==> config.mk <==
export PLATFORM = sky130hd
export DESIGN_NAME = wb_write_arbiter
export DESIGN_NICKNAME = d
export VERILOG_FILES = /design/src/rtl/wb_write_arbiter_pkg.sv /design/src/rtl/wb_aux_fifo.sv /design/src/rtl/wb_write_arbiter.sv
export SDC_FILE = /design/constraint.sdc
export NUM_CORES = 1
export LEC_CHECK = 0
export ABC_CLOCK_PERIOD_IN_PS = 11130
export CAP_MARGIN = 15
export CORE_ASPECT_RATIO = 1.4
export CORE_MARGIN = 2
export CORE_UTILIZATION = 40
export DETAILED_ROUTE_END_ITERATION = 10
export GPL_ROUTABILITY_DRIVEN = 0
export HOLD_SLACK_MARGIN = 0.15
export PLACE_DENSITY = 0.64
export SLEW_MARGIN = 20
export SYNTH_ARGS = -nofsm -noshare
export SYNTH_HDL_FRONTEND = slang
export SYNTH_SLANG_ARGS = --single-unit
==> constraint.sdc <==
create_clock -name clk -period 11.13 [get_ports clk]
set_clock_uncertainty 0.05 [all_clocks]
set_input_delay 2.7825 -clock clk [delete_from_list [all_inputs] [get_ports clk]]
set_output_delay 2.7825 -clock clk [all_outputs]
set_load 0.05 [all_outputs]
==> src/rtl/wb_write_arbiter_pkg.sv <==
// Shared types and constants for the write-back arbiter and its auxiliary FIFO.
// Imported by wb_aux_fifo and wb_write_arbiter.
package wb_write_arbiter_pkg;

  localparam int RN_W   = 5;
  localparam int DATA_W = 32;

  localparam logic [RN_W-1:0] R0_IDX = '0;

  typedef struct packed {
    logic              we;
    logic [RN_W-1:0]   rn;
    logic [DATA_W-1:0] data;
  } wr_req_t;

endpackage

==> src/rtl/wb_aux_fifo.sv <==
// Synchronous FIFO buffering auxiliary-unit results until a free write-back slot.
// flush clears pointers and count; stored data is left in place and never observed.
module wb_aux_fifo
  import wb_write_arbiter_pkg::*;
#(
  parameter int AUX_DEPTH = 4
) (
  input  logic                         clk,
  input  logic                         flush,
  input  logic                         push,
  input  logic                         pop,
  input  logic [RN_W-1:0]              push_rn,
  input  logic [DATA_W-1:0]            push_data,
  output logic [RN_W-1:0]              head_rn,
  output logic [DATA_W-1:0]            head_data,
  output logic                         full,
  output logic                         empty,
  output logic [$clog2(AUX_DEPTH):0]   count
);

  localparam int PW = $clog2(AUX_DEPTH);
  localparam int CW = PW + 1;

  logic [PW-1:0]     wptr_q, wptr_d;
  logic [PW-1:0]     rptr_q, rptr_d;
  logic [CW-1:0]     count_q, count_d;
  logic              do_push, do_pop;
  logic [RN_W-1:0]   rn_mem   [AUX_DEPTH];
  logic [DATA_W-1:0] data_mem [AUX_DEPTH];

  assign full  = (count_q == CW'(AUX_DEPTH));
  assign empty = (count_q == '0);
  assign count = count_q;

  assign head_rn   = rn_mem[rptr_q];
  assign head_data = data_mem[rptr_q];

  // Self-protecting: an overflow or underflow request is ignored here.
  always_comb begin
    do_push = push && !full;
    do_pop  = pop && !empty;
    wptr_d  = wptr_q + PW'(do_push);
    rptr_d  = rptr_q + PW'(do_pop);
    count_d = count_q + CW'(do_push) - CW'(do_pop);
  end

  always_ff @(posedge clk) begin
    if (flush) begin
      wptr_q  <= '0;
      rptr_q  <= '0;
      count_q <= '0;
    end else begin
      wptr_q  <= wptr_d;
      rptr_q  <= rptr_d;
      count_q <= count_d;
    end
  end

  always_ff @(posedge clk) begin
    if (do_push && !flush) begin
      rn_mem[wptr_q]   <= push_rn;
      data_mem[wptr_q] <= push_data;
    end
  end

endmodule

==> src/rtl/wb_write_arbiter.sv <==
// Register-file write-port owner: pipeline write-back always wins, buffered aux results
// drain in idle slots. Define WB_STARVE_EN to enable the one-cycle bubble request.
module wb_write_arbiter
  import wb_write_arbiter_pkg::*;
#(
  parameter int AUX_DEPTH = 4,
  parameter int MAX_WAIT  = 8
) (
  input  logic              clk,
  input  logic              rst,
  input  logic              wwreg,
  input  logic [RN_W-1:0]   wrn,
  input  logic [DATA_W-1:0] wr,
  input  logic [DATA_W-1:0] wdo,
  input  logic              wm2reg,
  input  logic              aux_valid,
  input  logic [RN_W-1:0]   aux_rn,
  input  logic [DATA_W-1:0] aux_data,
  output logic              aux_ready,
  output logic              rf_we,
  output logic [RN_W-1:0]   rf_wn,
  output logic [DATA_W-1:0] rf_wd,
  output logic              aux_pending,
  output logic              stall_req
);

  if (AUX_DEPTH < 2 || (AUX_DEPTH & (AUX_DEPTH - 1)) != 0) begin : g_bad_depth
    $error("wb_write_arbiter: AUX_DEPTH must be a power of two >= 2");
  end
  if (MAX_WAIT < 1) begin : g_bad_wait
    $error("wb_write_arbiter: MAX_WAIT must be >= 1");
  end

  logic                       pwr;
  logic [DATA_W-1:0]          pipe_data;
  logic                       aux_push, aux_pop;
  logic                       aux_full, aux_empty;
  logic [RN_W-1:0]            head_rn;
  logic [DATA_W-1:0]          head_data;
  logic [$clog2(AUX_DEPTH):0] aux_count;
  wr_req_t                    rf_q, rf_d;

  wb_aux_fifo #(
    .AUX_DEPTH (AUX_DEPTH)
  ) u_aux_fifo (
    .clk       (clk),
    .flush     (rst),
    .push      (aux_push),
    .pop       (aux_pop),
    .push_rn   (aux_rn),
    .push_data (aux_data),
    .head_rn   (head_rn),
    .head_data (head_data),
    .full      (aux_full),
    .empty     (aux_empty),
    .count     (aux_count)
  );

  // aux_ready/aux_pending derive only from the registered FIFO count.
  assign aux_ready   = !aux_full;
  assign aux_pending = (aux_count != '0);

  // Writes to r0 are architecturally void, so they neither occupy the port nor the FIFO.
  always_comb begin
    pwr       = wwreg && (wrn != R0_IDX);
    pipe_data = wm2reg ? wdo : wr;
    aux_pop   = !pwr && !aux_empty;
    aux_push  = aux_valid && aux_ready && (aux_rn != R0_IDX);
  end

  always_comb begin
    rf_d    = rf_q;
    rf_d.we = 1'b0;
    if (pwr) begin
      rf_d.we   = 1'b1;
      rf_d.rn   = wrn;
      rf_d.data = pipe_data;
    end else if (aux_pop) begin
      rf_d.we   = 1'b1;
      rf_d.rn   = head_rn;
      rf_d.data = head_data;
    end
  end

  always_ff @(posedge clk) begin
    if (rst) begin
      rf_q <= '0;
    end else begin
      rf_q <= rf_d;
    end
  end

  assign rf_we = rf_q.we;
  assign rf_wn = rf_q.rn;
  assign rf_wd = rf_q.data;

`ifdef WB_STARVE_EN
  localparam int WW = $clog2(MAX_WAIT + 1);

  logic [WW-1:0] wait_q, wait_d;
  logic          stall_q, stall_d;

  // Reaching MAX_WAIT fires the bubble and restarts the count, so it never exceeds MAX_WAIT.
  always_comb begin
    wait_d  = '0;
    stall_d = 1'b0;
    if (!aux_empty && !aux_pop) begin
      if (wait_q >= WW'(MAX_WAIT - 1)) begin
        stall_d = 1'b1;
      end else begin
        wait_d = wait_q + 1'b1;
      end
    end
  end

  always_ff @(posedge clk) begin
    if (rst) begin
      wait_q  <= '0;
      stall_q <= 1'b0;
    end else begin
      wait_q  <= wait_d;
      stall_q <= stall_d;
    end
  end

  assign stall_req = stall_q;
`else
  assign stall_req = 1'b0;
`endif

endmodule

==> impl_results.md <==
- Clk buf depth: 2
- Post-Synth Adder-Cell Area: less than 1%
- Synth cell types: 36
- FF+latch count, synth: 193
- Post-synth top cells: 148 x edfxtp_1, 74 x nand2_1, 45 x dfxtp_1, 37 x mux4_2, 34 x a211oi_1
- Die ar.: around 21000 um^2
- Post-synth top area cell: edfxtp_1
- RSZ-0062 raised after global routing: no
- Final nets: approximately 740
- Leak pwr: between 3 and 4 nW
- Setup violations, final: 0
- Final Hold Fails: 0
- Core footprint: 19800 um^2
- Die height: about 170 um
- Data arrival, critical path: between 2 and 3 ns
- Total power: around 2.1 mW
- Initial antenna violation count: 0
- Top-area cell type share of the netlist area: 55.4%
- Synth warnings: 0
- Vias in the first global route: 5083
- Clock period minus worst slack: 5.45 ns
- I/O pin cnt: ~150
- Status: finished, final reports clean
- Initial core utilization: 40.6%
- Layout cell share with drive strength beyond 1: slightly above 20%
- Final Util: between 50% and 60%
- Htree depth: 4
- Via-per-instance ratio: 5.42
- DR WL/cell: around 21 um
- Vias post-DR: 4842
- Simple-Gate Fraction of Synth Area: 4.91%
- Fmax: ~0.18 GHz
- Crit path capture type: output pin
- CTS Hold Bufs: 0
- Fin crit share: around half
- Inserted Clock Buffers: 17
- Die W: about 120 um
- NetSw: just under 0.7 mW
- Syn_nets: 604
- Hpwl dp: between 10000 and 15000 um
- MaxCap Viol Count: 0
- Initial DRT Pass Iterations: 4
- Most frequent cell after synthesis: edfxtp_1
- Xor and xnor fraction of the mapped netlist area: less than 1%
- Critical Path RT: just over 8 ns
- Sequential element share of the synthesized area: approximately two thirds
- CP Max Fanout: 40
- Sw frac: between 30 and 40%
- First-pass GRT wire length: between 20000 and 30000 um
- WS Path Type: flip-flop to output pin
- Mapped Area: roughly 8000 um^2
- Post-route cell area: roughly 10000 um^2
- Max-slew violations: 0
- Gate power share: just under 30%
- GR Util met3: under 10%
- VDD IR-drop max: between 0.1 and 0.15 mV
- Port Buffers: 150
- Pin count of the biggest net entering global routing: 46
- Antenna-violating nets left: 0
- Portion of netlist area occupied by mux cells: 14.9%
- Worst-path clk slew: approximately 0.07 ns
- Placed cell count: 861
- Skew-Pair Late Insertion Delay: ~0.42 ns
- Met2 Track Usage GR: roughly 33%
- Rows: a little over 60
- # Post-CTS Setup Buffers: 0
- Clk root buf: clkbuf_16
- Cell internal pwr: 1.44 mW
- Top FF cell, synth: edfxtp_1
- Post-Layout Cell Count: 893
- Post-synth EDFFs: 148
- Starting DRT DRC Count: roughly 280
- Met1 Use GR: a little over a fifth
- CTS tree: built
- P&R area growth vs syn: 28.2%
- Post-Place Cell Area: about 9700 um^2
- WL final: between 15000 and 20000 um
- Reg power frac: a little over two fifths
- Async SR Flop Fraction: 0%
- Final setup TNS: 0 ns
- Post-synthesis compound-gate area fraction: 8.47%
- Worst-Margin Slew: 1.14 ns
- Synth area leaders: edfxtp_1 55%, dfxtp_1 11%, mux4_2 10%, mux2_2 4.5%, nand2_1 3.5%
- Post-CTS sizing: 0
- Residual DRC: 0
- Main combinational cell family by area after synthesis: multiplexers
- Mapped Cells: between 400 and 500
- Relative slew slack: around 24%
- Clock share of power: 29.5%
- Worst Hold Class: flip-flop to flip-flop
- Final global-route overflow total: 0
- GRT busiest layer: met2
- Syn Area/Cell: 16.4 um^2
- PD cells: slightly above 200 nW/um^2
- Clock Sinks: just under 200
- Crit path launch type: flip-flop
- ANT cells: 0
- GRT Util Overall: between 10% and 20%
[layer usage]
layer / up-vias / part of all wire [%]
li1: 2226 / -
met1: 2458 / 38
met2: 142 / 54
met3: 16 / 6.2
met4: 0 / 1.6
met5: - / 0
[registers in the layout, summed over array words and instances, names as in the netlist]
| name | cells |
|---|---|
| rf_we | 1 |
| rf_wn | 5 |
| u_aux_fifo.data_mem | 128 |
| rf_wd | 32 |
| u_aux_fifo.count | 3 |
| u_aux_fifo.rptr_q | 2 |
| u_aux_fifo.wptr_q | 2 |
| u_aux_fifo.rn_mem | 20 |
[stage by stage]
stage | hold WS, ns | setup slack, ns
floorplan | 0.467 | 4.60
global placement | 0.412 | 5.68
detailed placement | 0.426 | 5.58
CTS | 0.436 | 5.65
global route | 0.464 | 5.51
finish | 0.436 | 5.68
[worst paths after layout]
check,startpoint,endpoint,slack (ns),cells past startpoint
hold reg to reg,rf_wn[4],rf_wn[4],0.44,2
setup / recovery,u_aux_fifo.count[1],aux_pending,5.68,5
setup reg to reg,u_aux_fifo.count[1],u_aux_fifo.count[2],8.55,10
hold / removal,rf_wn[4],rf_wn[4],0.44,2
[placed cells by master (no fill, tap or decap), drive strengths merged, types with 2 or more instances in the layout]
master,instances
clkdlybuf4s50,148
edfxtp,148
nand2,74
dfxtp,45
mux4,37
a211oi,34
a311oi,34
mux2,32
clkbuf,18
inv,13
buf,12
clkinv,7
nor2,4
xnor2,4
nor2b,4
ha,4
a21oi,2
nor3b,2
a21boi,2
a221oi,2
bufinv,2
nor3,2
[power by group through the flow]
stage          logic [mW]  registers, mW  clock network [mW]
3_5_place_dp        0.620          0.904                   0
3_3_place_gp        0.612          0.901                   0
4_1_cts             0.622          0.888               0.641
6_report            0.617          0.888               0.629
2_1_floorplan       0.348          0.978                   0
5_1_grt             0.665          0.895               0.670
[cell families after synthesis]
family | after synthesis
mux | 69
fa+ha+maj | 5
flops | 193
other cells | 1
buf+inv | 47
xor+xnor | 4
compound gates | 79
simple gates | 90
[worst max-delay path: stages (launching register included)]
cell and delay [ns]:
dfxtp_1 0.44, nor3_4 0.06, buf_4 0.28, inv_1 0.10, buf_4 0.42, clkdlybuf4s50_1 0.90
[cell type report]
class                           instances  area [um^2]
Tap cell                              252          315
Fill cell                            1628         9480
Clock inverter                         14          198
Timing Repair Buffer                  160         1570
Clock buffer                           18          429
Inverter                                8         30.0
Sequential cell                       193         5350
Multi-Input combinational cell        248         2400
Power figures use the tool's default switching activity.
